`src/rtl/sdram_pkg.sv`:
```
// Shared constants, request bundle and state type for the SDRAM request arbiter.
// Master IDs are 2-bit indices; the controller side uses one-hot encodings.
package sdram_pkg;
    localparam int NUM_MASTERS = 3;
    localparam int ADDR_W      = 26;
    localparam int BURST_WORDS = 16;
    localparam int ID_W        = 2;

    localparam logic [ID_W-1:0] MST_IFETCH = 2'd0;
    localparam logic [ID_W-1:0] MST_DATA   = 2'd1;
    localparam logic [ID_W-1:0] MST_VIDEO  = 2'd2;

    typedef struct packed {
        logic [ADDR_W-1:0] addr;
        logic              write;
        logic              burst;
        logic [3:0]        byte_enable;
        logic [31:0]       wdata;
    } req_bundle_t;

    typedef enum logic {
        ST_IDLE,
        ST_GRANT
    } arb_state_t;

    function automatic logic [NUM_MASTERS-1:0] id_onehot(input logic [ID_W-1:0] id);
        return NUM_MASTERS'(1) << id;
    endfunction

    function automatic logic [ID_W-1:0] rr_next(input logic [ID_W-1:0] base, input int step);
        return ID_W'((int'(base) + step) % NUM_MASTERS);
    endfunction
endpackage

```
`src/rtl/sdram_id_fifo.sv`:
```
// FIFO of master IDs for accepted reads, in the order the controller will complete them.
// A pop frees a slot for a push in the same cycle, so push+pop on a full FIFO is legal.
module sdram_id_fifo
    import sdram_pkg::*;
#(
    parameter int DEPTH = 4
) (
    input  logic            clock,
    input  logic            reset,
    input  logic            push,
    input  logic [ID_W-1:0] push_id,
    input  logic            pop,
    output logic [ID_W-1:0] head,
    output logic            empty,
    output logic            full
);
    localparam int PTR_W = (DEPTH > 1) ? $clog2(DEPTH) : 1;
    localparam int CNT_W = $clog2(DEPTH + 1);

    logic [ID_W-1:0]  mem [DEPTH];
    logic [PTR_W-1:0] wr_ptr;
    logic [PTR_W-1:0] rd_ptr;
    logic [CNT_W-1:0] count;
    logic             do_push;
    logic             do_pop;

    function automatic logic [PTR_W-1:0] next_ptr(input logic [PTR_W-1:0] p);
        return (p == PTR_W'(DEPTH - 1)) ? '0 : p + PTR_W'(1);
    endfunction

    assign empty   = (count == '0);
    assign full    = (count == CNT_W'(DEPTH));
    assign do_pop  = pop && !empty;
    assign do_push = push && (!full || do_pop);
    assign head    = mem[rd_ptr];

    always_ff @(posedge clock) begin
        if (do_push) begin
            mem[wr_ptr] <= push_id;
        end
    end

    always_ff @(posedge clock) begin
        if (reset) begin
            wr_ptr <= '0;
            rd_ptr <= '0;
            count  <= '0;
        end else begin
            if (do_push) begin
                wr_ptr <= next_ptr(wr_ptr);
            end
            if (do_pop) begin
                rd_ptr <= next_ptr(rd_ptr);
            end
            case ({do_push, do_pop})
                2'b10:   count <= count + CNT_W'(1);
                2'b01:   count <= count - CNT_W'(1);
                default: count <= count;
            endcase
        end
    end
endmodule

```
`src/rtl/sdram_arbiter.sv`:
```
// Round-robin arbiter putting three bus masters onto the SDRAM controller request port,
// with one outstanding read per master and in-order completion routing.
module sdram_arbiter
    import sdram_pkg::*;
#(
    parameter int ID_FIFO_DEPTH = 4
) (
    input  logic                                clock,
    input  logic                                reset,
    input  logic [NUM_MASTERS-1:0]              m_req,
    input  logic [NUM_MASTERS-1:0][ADDR_W-1:0]  m_addr,
    input  logic [NUM_MASTERS-1:0]              m_write,
    input  logic [NUM_MASTERS-1:0]              m_burst,
    input  logic [NUM_MASTERS-1:0][3:0]         m_byte_enable,
    input  logic [NUM_MASTERS-1:0][31:0]        m_wdata,
    output logic [NUM_MASTERS-1:0]              m_ack,
    output logic [31:0]                         m_rdata,
    output logic [NUM_MASTERS-1:0]              m_rdvalid,
    output logic [NUM_MASTERS-1:0]              m_complete,
    output logic [NUM_MASTERS-1:0]              sdram_req,
    output logic [ADDR_W-1:0]                   sdram_addr,
    output logic                                sdram_write,
    output logic                                sdram_burst,
    output logic [3:0]                          sdram_byte_enable,
    output logic [31:0]                         sdram_wdata,
    input  logic                                sdram_ack,
    input  logic [31:0]                         sdram_rdata,
    input  logic [NUM_MASTERS-1:0]              sdram_rdvalid,
    input  logic                                sdram_complete
);
    arb_state_t             state;
    req_bundle_t            req_q;
    logic [ID_W-1:0]        grant_id;
    logic [ID_W-1:0]        rr_last;
    logic [NUM_MASTERS-1:0] read_pending;
    logic [NUM_MASTERS-1:0] eligible;
    logic                   pick_valid;
    logic [ID_W-1:0]        pick_id;
    logic                   accept;
    logic                   push;
    logic                   pop;
    logic [ID_W-1:0]        fifo_head;
    logic                   fifo_empty;
    logic                   fifo_full;
    logic [NUM_MASTERS-1:0] pending_set;
    logic [NUM_MASTERS-1:0] pending_clr;

    assign eligible = m_req & ~read_pending;

    // Scan from the farthest candidate down so the one right after rr_last wins.
    always_comb begin
        pick_valid = 1'b0;
        pick_id    = '0;
        for (int k = NUM_MASTERS; k >= 1; k--) begin
            if (eligible[rr_next(rr_last, k)]) begin
                pick_valid = 1'b1;
                pick_id    = rr_next(rr_last, k);
            end
        end
    end

    assign accept      = (state == ST_GRANT) && sdram_ack && !reset;
    assign push        = accept && !req_q.write;
    assign pop         = sdram_complete && !fifo_empty && !reset;
    assign pending_set = push ? id_onehot(grant_id) : '0;
    assign pending_clr = pop ? id_onehot(fifo_head) : '0;

    assign m_ack      = accept ? sdram_req : '0;
    assign m_complete = pending_clr;
    assign m_rdvalid  = reset ? '0 : sdram_rdvalid;
    assign m_rdata    = sdram_rdata;

    assign sdram_addr        = req_q.addr;
    assign sdram_write       = req_q.write;
    assign sdram_burst       = req_q.burst;
    assign sdram_byte_enable = req_q.byte_enable;
    assign sdram_wdata       = req_q.wdata;

    always_ff @(posedge clock) begin
        if (reset) begin
            state        <= ST_IDLE;
            sdram_req    <= '0;
            grant_id     <= '0;
            rr_last      <= MST_VIDEO;
            read_pending <= '0;
        end else begin
            case (state)
                ST_IDLE: begin
                    if (pick_valid) begin
                        req_q.addr        <= m_addr[pick_id];
                        req_q.write       <= m_write[pick_id];
                        req_q.burst       <= m_burst[pick_id];
                        req_q.byte_enable <= m_byte_enable[pick_id];
                        req_q.wdata       <= m_wdata[pick_id];
                        grant_id          <= pick_id;
                        sdram_req         <= id_onehot(pick_id);
                        state             <= ST_GRANT;
                    end
                end
                ST_GRANT: begin
                    // Held indefinitely; the controller may stall across refresh.
                    if (sdram_ack) begin
                        rr_last   <= grant_id;
                        sdram_req <= '0;
                        state     <= ST_IDLE;
                    end
                end
                default: state <= ST_IDLE;
            endcase
            read_pending <= (read_pending & ~pending_clr) | pending_set;
        end
    end

    sdram_id_fifo #(
        .DEPTH (ID_FIFO_DEPTH)
    ) u_id_fifo (
        .clock   (clock),
        .reset   (reset),
        .push    (push),
        .push_id (grant_id),
        .pop     (pop),
        .head    (fifo_head),
        .empty   (fifo_empty),
        .full    (fifo_full)
    );

    a_complete_has_owner : assert property (@(posedge clock) disable iff (reset)
        sdram_complete |-> !fifo_empty);
    a_no_push_when_full : assert property (@(posedge clock) disable iff (reset)
        !(push && fifo_full && !pop));
endmodule

```
`config.mk`:
```
export PLATFORM = sky130hd
export DESIGN_NAME = sdram_arbiter
export DESIGN_NICKNAME = d
export VERILOG_FILES = /design/src/rtl/sdram_pkg.sv /design/src/rtl/sdram_id_fifo.sv /design/src/rtl/sdram_arbiter.sv
export SDC_FILE = /design/constraint.sdc
export NUM_CORES = 1
export LEC_CHECK = 0
export ABC_AREA = 1
export BUFFER_PORTS_ARGS = -buffer_cell sky130_fd_sc_hd__buf_2
export CAP_MARGIN = 20
export CORE_AREA = 2 2 131 133
export CTS_CLUSTER_DIAMETER = 40
export DETAILED_ROUTE_END_ITERATION = 10
export DIE_AREA = 0 0 133 135
export GPL_TIMING_DRIVEN = 0
export PLACE_DENSITY = 0.7
export SLEW_MARGIN = 30
export SYNTH_ARGS = -nofsm -noshare
export SYNTH_HDL_FRONTEND = slang
export SYNTH_HIERARCHICAL = 1
export SYNTH_SLANG_ARGS = --single-unit
```
`constraint.sdc`:
```
create_clock -name clock -period 7.6 [get_ports clock]
set_input_delay 1.52 -clock clock [delete_from_list [all_inputs] [get_ports clock]]
set_output_delay 1.52 -clock clock [all_outputs]
set_load 0.02 [all_outputs]
```
; ---- Word level (Yosys, flattened, before mapping)
; Memories as Yosys holds them, arrays and structs flattened. A register that Yosys moved wholly into a read port is not among the register bits.
; Cells that the tools add are included.
[word_totals]
register_bits = 82
ram_bits = 8
inputBits = 234
out_inout_bits = 108
elab_cells = 102
n_memories = 1
[op_classes]
add_sub_neg = 7
n_div = 3
order_cmp = 4
eq_ne = 7
shifts = 3
mux = 39
bitwise = 7
reduce_logical = 18
[mem_list]
columns = name, words, width, read_ports, rd_ports_with_merged_regs, wr, line
row1 = u_id_fifo.mem, 4, 2, 1, 1, 1, sdram_id_fifo.sv:20  ; logic [ID_W-1:0] mem [DEPTH];
[op_table]
columns = op, n
row1 = "32-bit by 3-bit remainder unit with 32-bit output, second input constant", 3
row2 = 32-bit binary-select mux with 2-bit select, 1
row3 = 26-bit binary-select mux with 2-bit select, 1
row4 = 32-bit 2-to-1 mux, 1
row5 = 26-bit 2-to-1 mux, 1
row6 = 3-bit 2-to-1 mux, 6
row7 = 2-bit 2-to-1 mux, 7
row8 = "2-bit by 3-bit less-than comparator with 1-bit output, second input constant", 4
row9 = 1-bit 2-to-1 mux, 12
row10 = 3-bit one-hot mux with 2 select lines, 2
row11 = 1-bit binary-select mux with 2-bit select, 5
row12 = "1-bit by 2-bit left shift with 3-bit output, first input constant", 3
row13 = 4-bit binary-select mux with 2-bit select, 1
row14 = 1-bit logical AND, 7
row15 = "2-bit by 2-bit adder with 3-bit output, second input constant", 2
row16 = 3-bit AND, 2
row17 = "2-bit == test, second input constant", 3
row18 = 3-bit inverter, 2
row19 = 2-bit AND reduction, 3
row20 = "2-bit by 1-bit adder with 2-bit output, second input constant", 2
row21 = 1-bit logical NOT, 4
row22 = 4-bit 2-to-1 mux, 1
row23 = "2-bit != test, second input constant", 2
row24 = "2-bit by 1-bit adder with 3-bit output, second input constant", 1
row25 = 11 further kinds, 12

; ---- Longest topological paths before layout
[logic_depth]
depth_word = 10
mapped_depth = 14
mapped_depth_nobuf = 12

; ---- Hierarchy
; Netlist, hierarchy kept.
[by_module_without_submodules]
columns = module, instances, cells_each, area_each_um2, seq_area_each_um2
row1 = sdram_arbiter, 1, 629, 4603.2, 2142.1
row2 = sdram_id_fifo, 1, 86, 852.1, 420.4

; ---- Worst setup path before layout
; Ideal clock, no wire load.
[synth_path]
path_type = in2out
start = input reset
end = output m_complete[0]
t_arrival_ps = 2594
required_time_ps = 6080
slack_ps = 3486
path_stages = 3
n_path_buf = 0
cell_sequence = nor3_1 -> nand2_1 -> nor2_1
[synth_between]
elab_chain_len = 3
[synth_rtl]
columns = item, line
row1 = "start, declared", sdram_arbiter.sv:9  ; input logic reset,
row2 = 1-bit logical NOT, sdram_arbiter.sv:64  ; assign pop = sdram_complete && !fifo_empty && !reset;
row3 = 1-bit logical AND, sdram_arbiter.sv:64
row4 = 3-bit 2-to-1 mux, sdram_arbiter.sv:66  ; assign pending_clr = pop ? id_onehot(fifo_head) : '0;
row5 = "end, declared", sdram_arbiter.sv:19  ; output logic [NUM_MASTERS-1:0] m_complete,
; No other way between the ends.

; ---- Final worst setup path
[layout_path]
start = input reset
end = output m_complete[0]
[layout_between]
elab_chain_len = 3
[layout_rtl]
columns = item, line
row1 = 1-bit logical NOT, sdram_arbiter.sv:64
row2 = 1-bit logical AND, sdram_arbiter.sv:64
row3 = named net pop, sdram_arbiter.sv:41  ; logic pop;
row4 = 3-bit 2-to-1 mux, sdram_arbiter.sv:66
; The timed path passes the listed nets, and every way through them passes these cells.

==> results.json <==
{
  "outcome": "complete, no violations",
  "dp_slack_ns": 3.18,
  "cts_setup_buffers": 0,
  "cp_data_required_time_ns": 6.08,
  "hold_buffers": 0,
  "peakVddDrop_mv": 0.100,
  "grt_max_degree": 51,
  "critical_path.slowest_cell": "nor3_1",
  "fmax_mhz": 225,
  "coreArea_um2": 16400,
  "cp_slowest_stage_delay_ns": 0.70,
  "num_vias": 5651,
  "relSlewSlack_pct": 43.4,
  "gp_congestion": 0.888,
  "clockBufferDepth": 2,
  "fill_cells": 1641,
  "endpoint_kind": "primary output",
  "die_height_um": 135,
  "cts.repair.resized": 0,
  "grt_pass1_wl_um": 27400,
  "drtAntennaViolNets": 0,
  "period_minus_slack_ns": 4.44,
  "worst_pin_slew_ns": 0.843,
  "syn_area_um2": 5460,
  "hold_viol_final": 0,
  "synth-main-ff-cell": "edfxtp_1",
  "area_delta_synth_final_pct": 39.4,
  "syn-num-nets": 957,
  "drtIter0Drc": 357,
  "async_reset_ff_share_pct": 0,
  "r2r_slack_ns": 5.11,
  "cts_tree": "done",
  "cellLeakagePower_uw": 0.00406,
  "io_pins": 342,
  "antennaDiodeCount": 0,
  "post_drt_wl_per_cell_um": 14.9,
  "port_buffers": 309,
  "final_layout_size_suffix_gt1_share_pct": 39.1,
  "cts_sinks": 92,
  "root_buffer": "clkbuf_16",
  "final_nets": 1278,
  "syn-instance-count": 715,
  "crit_arrival_ns": 2.92,
  "holdCritPathClass": "reg -> reg",
  "fp.dieW_um": 133,
  "yosysWarnings": 6,
  "path_cells": "buf_2 > nor3_1 > nand2_1 > nor2_1 > buf_2",
  "antenna_found_initial": 0,
  "clkTransAtPathRegs_ns": 0.07,
  "initial_core_util_pct": 33.2,
  "h-tree-depth": 3,
  "yosys-top-cells-count": "nand2_1, inv_1, nor2_1, edfxtp_1, o21ai_1",
  "grt_pass1_vias": 5259,
  "synth_top_area_cell": "edfxtp_1",
  "synth.distinct_cells": 31,
  "crit_path_max_fanout": 7,
  "clock_skew_ns": 0.00575,
  "cp_common_cell": "buf_2",
  "powerDensity_nw_per_um2": 216,
  "path_class": "in -> out",
  "drc": 0,
  "dieArea_um2": 18000,
  "synth_edf_count": 72,
  "cp_num_buf_inv": 2,
  "fin_crit_sh_pct": 58.4,
  "first_pass_iters": 5,
  "numCtsBuffers": 9,
  "ys_seq_area_share_pct": 47.0,
  "synth_area_leaders": "edfxtp_1, nand2_1, dfxtp_1",
  "clock_latency_ns": 0.35,
  "worstSetupStartpointType": "input port",
  "crit_family": "simple AND/OR/NAND/NOR gates",
  "core.rowCount": 47,
  "cap_violations": 0,
  "fin_ws_ns": 3.16,
  "tns_ns": 0,
  "synth.most_common_cell": "nand2_1",
  "routed_via_density": 4.48,
  "routed_wl_um": 18800,
  "setup_viol": 0,
  "synth_top_area_share_pct": 39.6,
  "synth_seq_cells": 92,
  "overflow": 0,
  "hold_slack_ns": 0.485,
  "multi_input_area_um2": 2030,
  "dpl.hpwl_um": 14800,
  "register_area_um2": 2560,
  "slew_viol_final": 0,
  "rsz0062_at_grt": "false",
  "syn_avg_cell_area_um2": 7.63,
  "grtUsageTotal_pct": 20.1
}
[layout make-up]
| cell class | instances | area share (%) |
|---|---|---|
| Sequential cell | 92 | 33.7 |
| Multi-Input combinational cell | 451 | 26.6 |
| Timing Repair Buffer | 310 | 20.7 |
| Buffer | 61 | 5.92 |
| Inverter | 111 | 5.51 |
| Tap cell | 220 | 3.62 |
| Clock buffer | 12 | 3.24 |
| Clock inverter | 4 | 0.642 |
[power by group]
part / switching, µW / internal, µW / leakage [µW]
Sequential: 19.0 / 628 / 0.000838
Clock: 196 / 264 / 0.000147
Combinational: 340 / 198 / 0.00308
[registers in the layout, summed over array words and instances, names as in the netlist, 2 cells and up, named ones only]
name,cells
sdram_wdata,32
rr_last,2
u_id_fifo/wr_ptr,2
sdram_req,3
u_id_fifo/count,3
u_id_fifo/rd_ptr,2
u_id_fifo/mem,8
sdram_byte_enable,4
grant_id,2
sdram_addr,26
read_pending,3
[through the flow]
| step | instances | util [%] | power [µW] | cell area [µm²] |
|---|---|---|---|---|
| final | 1261 | 46.3 | 1640 | 7600 |
| after floorplan | 715 | - | 995 | 5460 |
| after CTS | 1261 | 46.3 | 1660 | 7600 |
| after detailed placement | 1245 | 44.5 | 1200 | 7310 |
| after global routing | 1261 | 46.3 | 1730 | 7600 |
| after global placement | 1244 | 44.4 | 1190 | 7280 |
[per-layer routing]
layer	GRT usage [%]	vias up	wire length [µm]
met5	0	-	0
met4	7.59	0	425
met3	4.05	33	1340
met2	36.4	261	9550
met1	23.6	2514	7530
li1	-	2843	-
[cells in the final DEF, fill, tap and decap left out, drive strengths merged]
| cell | instances |
|---|---|
| o22ai | 3 |
| nand3 | 22 |
| a21boi | 1 |
| nor2 | 94 |
| buf | 367 |
| bufinv | 1 |
| a22oi | 1 |
| a21oi | 12 |
| clkinv | 3 |
| nand2 | 223 |
| inv | 111 |
| nor3 | 3 |
| a31oi | 1 |
| o211a | 1 |
| nand4 | 3 |
| edfxtp | 72 |
| clkbuf | 16 |
| ha | 7 |
| o21ai | 79 |
| dfxtp | 20 |
| fa | 1 |
[worst paths after layout]
kind / startpoint / depth (start not counted) / endpoint
setup / recovery: reset / 5 / m_complete[0]
hold / removal: read_pending[2] / 2 / read_pending[2]
setup reg to reg: rr_last[0] / 13 / sdram_addr[14]
hold reg to reg: read_pending[2] / 2 / read_pending[2]
[worst reg2reg max path, delay by kind of cell, from the launching register on]
kind                     cells  cell delay (ns)
flip-flops                   1             0.33
buffers and inverters        5             0.79
adder cells (fa/ha/maj)      1             0.35
AND/OR/NAND/NOR              7             0.65
[kinds of logic (layout without fill, tap and decap cells)]
| logic type | after synthesis | after routing | share of synthesized area, % |
|---|---|---|---|
| buffers and inverters | 172 | 498 | 15.9 |
| AOI/OAI and AO/OA | 98 | 98 | 9.61 |
| DFF | 92 | 92 | 47.0 |
| adders and majority gates | 8 | 8 | 1.97 |
| and+or+nand+nor | 345 | 345 | 25.6 |
(Power assumes the default switching activity.)
